==> config.mk <==
export PLATFORM = sky130hd
export DESIGN_NAME = reg_bus_sequencer
export DESIGN_NICKNAME = d
export VERILOG_FILES = /design/src/rtl/reg_bus_sequencer.sv
export SDC_FILE = /design/constraint.sdc
export NUM_CORES = 1
export LEC_CHECK = 0
export ABC_AREA = 1
export BUFFER_PORTS_ARGS = -buffer_cell sky130_fd_sc_hd__buf_2
export CORE_ASPECT_RATIO = 1.75
export CORE_MARGIN = 2
export CORE_UTILIZATION = 38
export CTS_BUF_LIST = sky130_fd_sc_hd__clkbuf_4 sky130_fd_sc_hd__clkbuf_8
export DETAILED_ROUTE_END_ITERATION = 8
export PLACE_DENSITY = 0.84
export SYNTH_ARGS = -nofsm -noshare
export SYNTH_HDL_FRONTEND = slang
export SYNTH_SLANG_ARGS = --single-unit
==> constraint.sdc <==
create_clock -name seq_clock -period 1.3 [get_ports seq_clock]
set_input_delay 0.065 -clock seq_clock [delete_from_list [all_inputs] [get_ports seq_clock]]
set_output_delay 0.065 -clock seq_clock [all_outputs]
set_load 0.1 [all_outputs]
==> src/rtl/reg_bus_sequencer.sv <==
// reg_bus_sequencer: two-requester register-file move/load-immediate sequencer, rev 1.0
// Load-immediate support is compiled in only when REG_SEQ_IMMEDIATE_EN is defined.
`default_nettype none

module reg_bus_sequencer #(
  parameter int DATA_W = 16,
  parameter int ADDR_W = 6
) (
  input  logic              seq_clock,
  input  logic              seq_reset_n,
  input  logic              req_a_valid,
  input  logic [1:0]        req_a_src,
  input  logic [1:0]        req_a_dst,
  input  logic              req_a_imm_sel,
  input  logic [DATA_W-1:0] req_a_imm,
  input  logic              req_b_valid,
  input  logic [1:0]        req_b_src,
  input  logic [1:0]        req_b_dst,
  input  logic              req_b_imm_sel,
  input  logic [DATA_W-1:0] req_b_imm,
  output logic              done_a,
  output logic              done_b,
  output logic [ADDR_W-1:0] reg_addr,
  output logic              reg_in_en,
  output logic              reg_out_en,
  output logic [DATA_W-1:0] reg_wdata,
  input  logic [DATA_W-1:0] reg_rdata,
  output logic              busy
);

  typedef enum logic [1:0] {
    IDLE  = 2'd0,
    READ  = 2'd1,
    WRITE = 2'd2,
    ACK   = 2'd3
  } state_t;

  state_t            state;
  state_t            state_nxt;
  logic              ptr;        // 0 = A has priority, 1 = B has priority
  logic              owner;      // 0 = A granted, 1 = B granted
  logic [1:0]        src_q;
  logic [1:0]        dst_q;
  logic              imm_sel_q;
  logic [DATA_W-1:0] imm_q;
  logic [DATA_W-1:0] temp;

  logic              any_valid;
  logic              grant_b;
  logic [1:0]        sel_src;
  logic [1:0]        sel_dst;
  logic              sel_imm_sel;
  logic [DATA_W-1:0] sel_imm;

  assign any_valid = req_a_valid | req_b_valid;
  assign grant_b   = req_b_valid & (~req_a_valid | ptr);
  assign sel_src   = grant_b ? req_b_src : req_a_src;
  assign sel_dst   = grant_b ? req_b_dst : req_a_dst;

`ifdef REG_SEQ_IMMEDIATE_EN
  assign sel_imm_sel = grant_b ? req_b_imm_sel : req_a_imm_sel;
  assign sel_imm     = grant_b ? req_b_imm : req_a_imm;
`else
  assign sel_imm_sel = 1'b0;
  assign sel_imm     = '0;
  logic unused_imm;
  assign unused_imm = ^{req_a_imm_sel, req_b_imm_sel, req_a_imm, req_b_imm};
`endif

  always_ff @(posedge seq_clock or negedge seq_reset_n) begin
    if (!seq_reset_n) begin
      state     <= IDLE;
      ptr       <= 1'b0;
      owner     <= 1'b0;
      src_q     <= 2'd0;
      dst_q     <= 2'd0;
      imm_sel_q <= 1'b0;
      imm_q     <= '0;
      temp      <= '0;
    end else begin
      state <= state_nxt;
      // Request fields are captured only at grant; later changes are ignored.
      if (state == IDLE && any_valid) begin
        owner     <= grant_b;
        ptr       <= ~grant_b;
        src_q     <= sel_src;
        dst_q     <= sel_dst;
        imm_sel_q <= sel_imm_sel;
        imm_q     <= sel_imm;
      end
      if (state == READ) begin
        temp <= reg_rdata;
      end
    end
  end

  always_comb begin
    state_nxt  = state;
    reg_addr   = '0;
    reg_in_en  = 1'b0;
    reg_out_en = 1'b0;
    reg_wdata  = '0;
    done_a     = 1'b0;
    done_b     = 1'b0;
    busy       = (state != IDLE);
    case (state)
      IDLE: begin
        if (any_valid) begin
          state_nxt = sel_imm_sel ? WRITE : READ;
        end
      end
      READ: begin
        reg_addr   = ADDR_W'(src_q);
        reg_out_en = 1'b1;
        state_nxt  = WRITE;
      end
      WRITE: begin
        reg_addr  = ADDR_W'(dst_q);
        reg_in_en = 1'b1;
        reg_wdata = imm_sel_q ? imm_q : temp;
        state_nxt = ACK;
      end
      ACK: begin
        done_a    = ~owner;
        done_b    = owner;
        state_nxt = IDLE;
      end
      default: state_nxt = IDLE;
    endcase
  end

endmodule

`default_nettype wire

# Word-level counts from Yosys, hierarchy flattened
# Cells that the tools add are included.
# W data, S select, Z words.
[word_totals]
ff_bits = 24
inputBits = 62
out_inout_bits = 27
elab_cells = 29
[classes]
eq_ne = 4
mux = 10
bitwise_logic = 6
reduce_logical = 3
[ops]
columns = ["operator", "count"]
rows = [
  ["$mux W16", 1],
  ["$pmux W2 S4", 1],
  ["$mux W2", 3],
  ["$eq A2 B2 Y1 const B", 2],
  ["$mux W1", 4],
  ["$pmux W2 S2", 1],
  ["$not A1 Y1", 3],
  ["$eq A2 B1 Y1 const B", 1],
  ["$logic_not A2 Y1", 1],
  ["$ne A2 B2 Y1 const B", 1],
  ["$or A1 B1 Y1", 2],
  ["$reduce_bool A2 Y1", 1],
  ["$and A1 B1 Y1", 1],
  ["$logic_and A1 B1 Y1", 1],
]

# Depth between registers and ports, before layout
[logic_depth]
depth_word = 4
depth_mapped = 6
depth_no_buf = 6

# Worst setup path before layout
# No wires, ideal clock.
[synth_path]
path_type = "reg2out"
from = "register state[0]"
to = "output port reg_addr[0]"
t_arrival_ns = 3.138
required_ns = 1.235
path_slack_ns = -1.903
path_stages_with_launch = 6
n_path_buf = 1
path_cell_list = "dfrtp_1 > inv_1 > ha_1 > buf_2 > nand2_1 > a21oi_1"
[synth_between]
elab_chain_cells = 2
elab_cells_between_ends = 3
classes_between = "eq/ne: 2; mux: 1"
[synth_lines]
columns = ["element", "line_no", "text"]
rows = [
  ["start, declared", "38", "state_t state;"],
  ["start signal, assigned", "81", "state <= state_nxt;"],
  ["$eq A2 B2 Y1 / $eq A2 B1 Y1 (equally long branches)", "106", "case (state)"],
  ["$pmux W2 S2 *", "106", ""],
  ["end, declared", "23", "output logic [ADDR_W-1:0] reg_addr,"],
]
# Every way passes the cells marked *; elsewhere a longest branch is shown, timed or not.

# Worst setup path after layout
[layout_path]
from = "register state[0]"
to = "output port reg_wdata[3]"
[layout_between]
elab_chain_cells = 2
[layout_lines]
columns = ["element", "line_no", "text"]
rows = [
  ["$eq A2 B2 Y1", "106", ""],
  ["$mux W16", "106", ""],
  ["end, declared", "26", "output logic [DATA_W-1:0] reg_wdata,"],
]
# Every way passes these cells.

==> flow_summary.toml <==
[grt]
grt-ovfl-total = 0
grt_pass1_wl_um = 5890
antenna_found_initial = 0
grt_max_degree = 25
gr-usage-all-layers_pct = 22.3
grt_pass1_vias = 1267

[logic_synthesis]
synth_xor_area_share_pct = 0
synth_seq_cells = 24
avgSynthCellArea_um2 = 9.72
synthMuxAreaShare_pct = 16.4
synth_compound_area_share_pct = 3.02
synth_top_family_by_area = "simple AND/OR/NAND/NOR gates"
ys_warn_count = 0
synth_cells = 132
synth-simple-area-share_pct = 16.6
synth.distinct_cells = 21
synthesis.area_um2 = 1280
synth_fa_ha_area_share_pct = 4.88
synth-seq-area-share_pct = 46.8

[outcome]
outcome = "finished with violations"
violations = "negative setup slack"

[clock_network]
numCtsBuffers = 3
cts_root_buffer = "clkbuf_8"
clock-sinks = 24
cts_tree = "done"
path_clk_slew_ns = 0.08
insertion_delay_ns = 0.27
clockBufferDepth = 2
h-tree-depth = 1

[layout]
multi_input_area_um2 = 811
fin_cells = 244
drive_above_1_share_pct = 76.1
final_cell_mix = "27 x buf_2, 25 x buf_12, 23 x dfrtp_1"
diodes = 0
seq_area_um2 = 602
n_fill_cell = 178
final_nets = 269
syn_to_final_growth_pct = 97.5
final_common_cell = "buf_2"

[drt]
drtIter0Drc = 11
dr.pass1.iters = 4
ant_nets = 0
vias = 1167
drt_drc_violations_left = 0
wire_per_inst_um = 16.5
viasPerCell = 4.78
wl_um = 4020

[worst_setup_path]
worstSetupPathType = "register to output pin"
crit_path_max_fanout = 9
cp_slowest_cell = "dfrtp_2"
path_common_cell = "buf_12"
path_cells = "inv_4 > ha_4 > buf_12 > nand2_2 > clkinvlp_4 > buf_12"
slowest_delay_ns = 0.46
cp.required_ns = 1.24
cp-end-kind = "output pin"
cp.arrival_ns = 1.54
start_kind = "register"

[timing]
setup_violations = 37
hold_viol = 0
fmax_mhz = 622
maxSlewViolCount = 0
fin_crit_ns = 1.61
grt_setup_unrepaired = "yes"
worstMarginPinSlew_ns = 0.539
maxSlewHeadroom_pct = 64.0
post-route-period-util_pct = 124
fin_worst_skew_ns = 0.00197
setup_tns_ns = -6.45
fin_ws_ns = -0.307

[placement]
dp_hpwl_um = 2410
io_buffers = 50
place_inst = 229
gp_congestion = 0.720

[floorplanning]
die-area_um2 = 3870
rows = 27
core_um2 = 3180
io-pin-count = 89
dieWidth_um = 47.9
fp.dieH_um = 80.9
initial_utilization_pct = 40.4

[min_path]
hold_class = "input port to register"

[job]
drv_cap = 0
## cells in the mapped netlist
master,n,area (µm²)
o21ai_0,1,5.00
nand4_1,4,25.0
nand3_1,8,40.0
o21ai_1,2,10.0
inv_2,1,3.75
nor2_1,3,11.3
mux2_4,8,120
buf_4,4,30.0
dfrtp_1,24,601
nor2_4,1,11.3
ha_1,5,62.6
o21ai_2,1,8.76
buf_6,2,22.5
buf_2,3,15.0
nor3_2,1,10.0
mux2_2,8,90.1
conb_1,1,3.75
nand2_2,1,6.26
nand2_1,29,109
inv_1,22,82.6
a21oi_1,3,15.0
## metal layers
metal / global-route usage (%) / vias to the layer above / share of wire, %
li1: - / 546 / -
met1: 19.4 / 562 / 28
met2: 44.1 / 47 / 64
met3: 4.00 / 12 / 4.1
met4: 9.19 / 0 / 3.3
met5: 0 / - / 0
## sequential cells by signal, indices dropped and copies added, names as in the netlist
name   cells
dst_q      2
temp      16
ptr        1
src_q      2
state      2
owner      1
## critical path: cells and delay by family (launching register included)
family / cells / cell delay, ns
simple gates: 1 / 0.08
buf+inv: 4 / 0.53
flops: 1 / 0.46
fa+ha+maj: 1 / 0.20
## through the flow
| stage | setup slack (ns) | util, % | hold slack [ns] | area (µm²) |
|---|---|---|---|---|
| 4_1_cts | -0.275 | 75.1 | 0.0240 | 2390 |
| 3_3_place_gp | -0.0197 | 66.2 | 0.0638 | 2100 |
| 6_report | -0.307 | 79.7 | 0.0141 | 2530 |
| 3_5_place_dp | -0.0686 | 66.2 | 0.0751 | 2100 |
| 2_1_floorplan | -0.401 | - | -0.231 | 1440 |
| 5_1_grt | -0.361 | 79.7 | 0.0314 | 2530 |
## cell type report
type	count	share of cell area [%]
timing repair buffer	71	33.1
multi-input combinational	79	32.0
sequential	24	23.8
inverter	23	6.18
tap	43	2.12
clock buffer	3	1.63
clock inverter	1	1.19
## cells by family after synthesis
family | count (synthesis)
other | 1
adder cells (fa/ha/maj) | 5
AO/OA/AOI/OAI | 7
multiplexers | 16
AND/OR/NAND/NOR | 47
flip-flops | 24
buffers and inverters | 32
## what timing repair did
item	in CTS	in global routing
hold endpoints to repair	24	0
cloned	1	0
buffers inserted	5	4
resized for setup	41	25
pin swaps	2	12
endpoints found under the setup margin	46	47
hold buffers	1	0
## worst paths after layout
check | start | endpoint | slack (ns) | cells past startpoint
max | state[0] | reg_wdata[3] | -0.31 | 6
min | req_a_src[0] | src_q[0] | 0.01 | 3
max reg2reg | state[0] | dst_q[0] | -0.08 | 7
min reg2reg | src_q[0] | src_q[0] | 0.51 | 2
max in group asynchronous | seq_reset_n | state[0] | 0.57 | 2
min in group asynchronous | seq_reset_n | temp[4] | 0.33 | 2
Power is left out: the tool's default activity adds up to more than one toggle a clock period on the data nets, which glitch-free logic cannot reach.
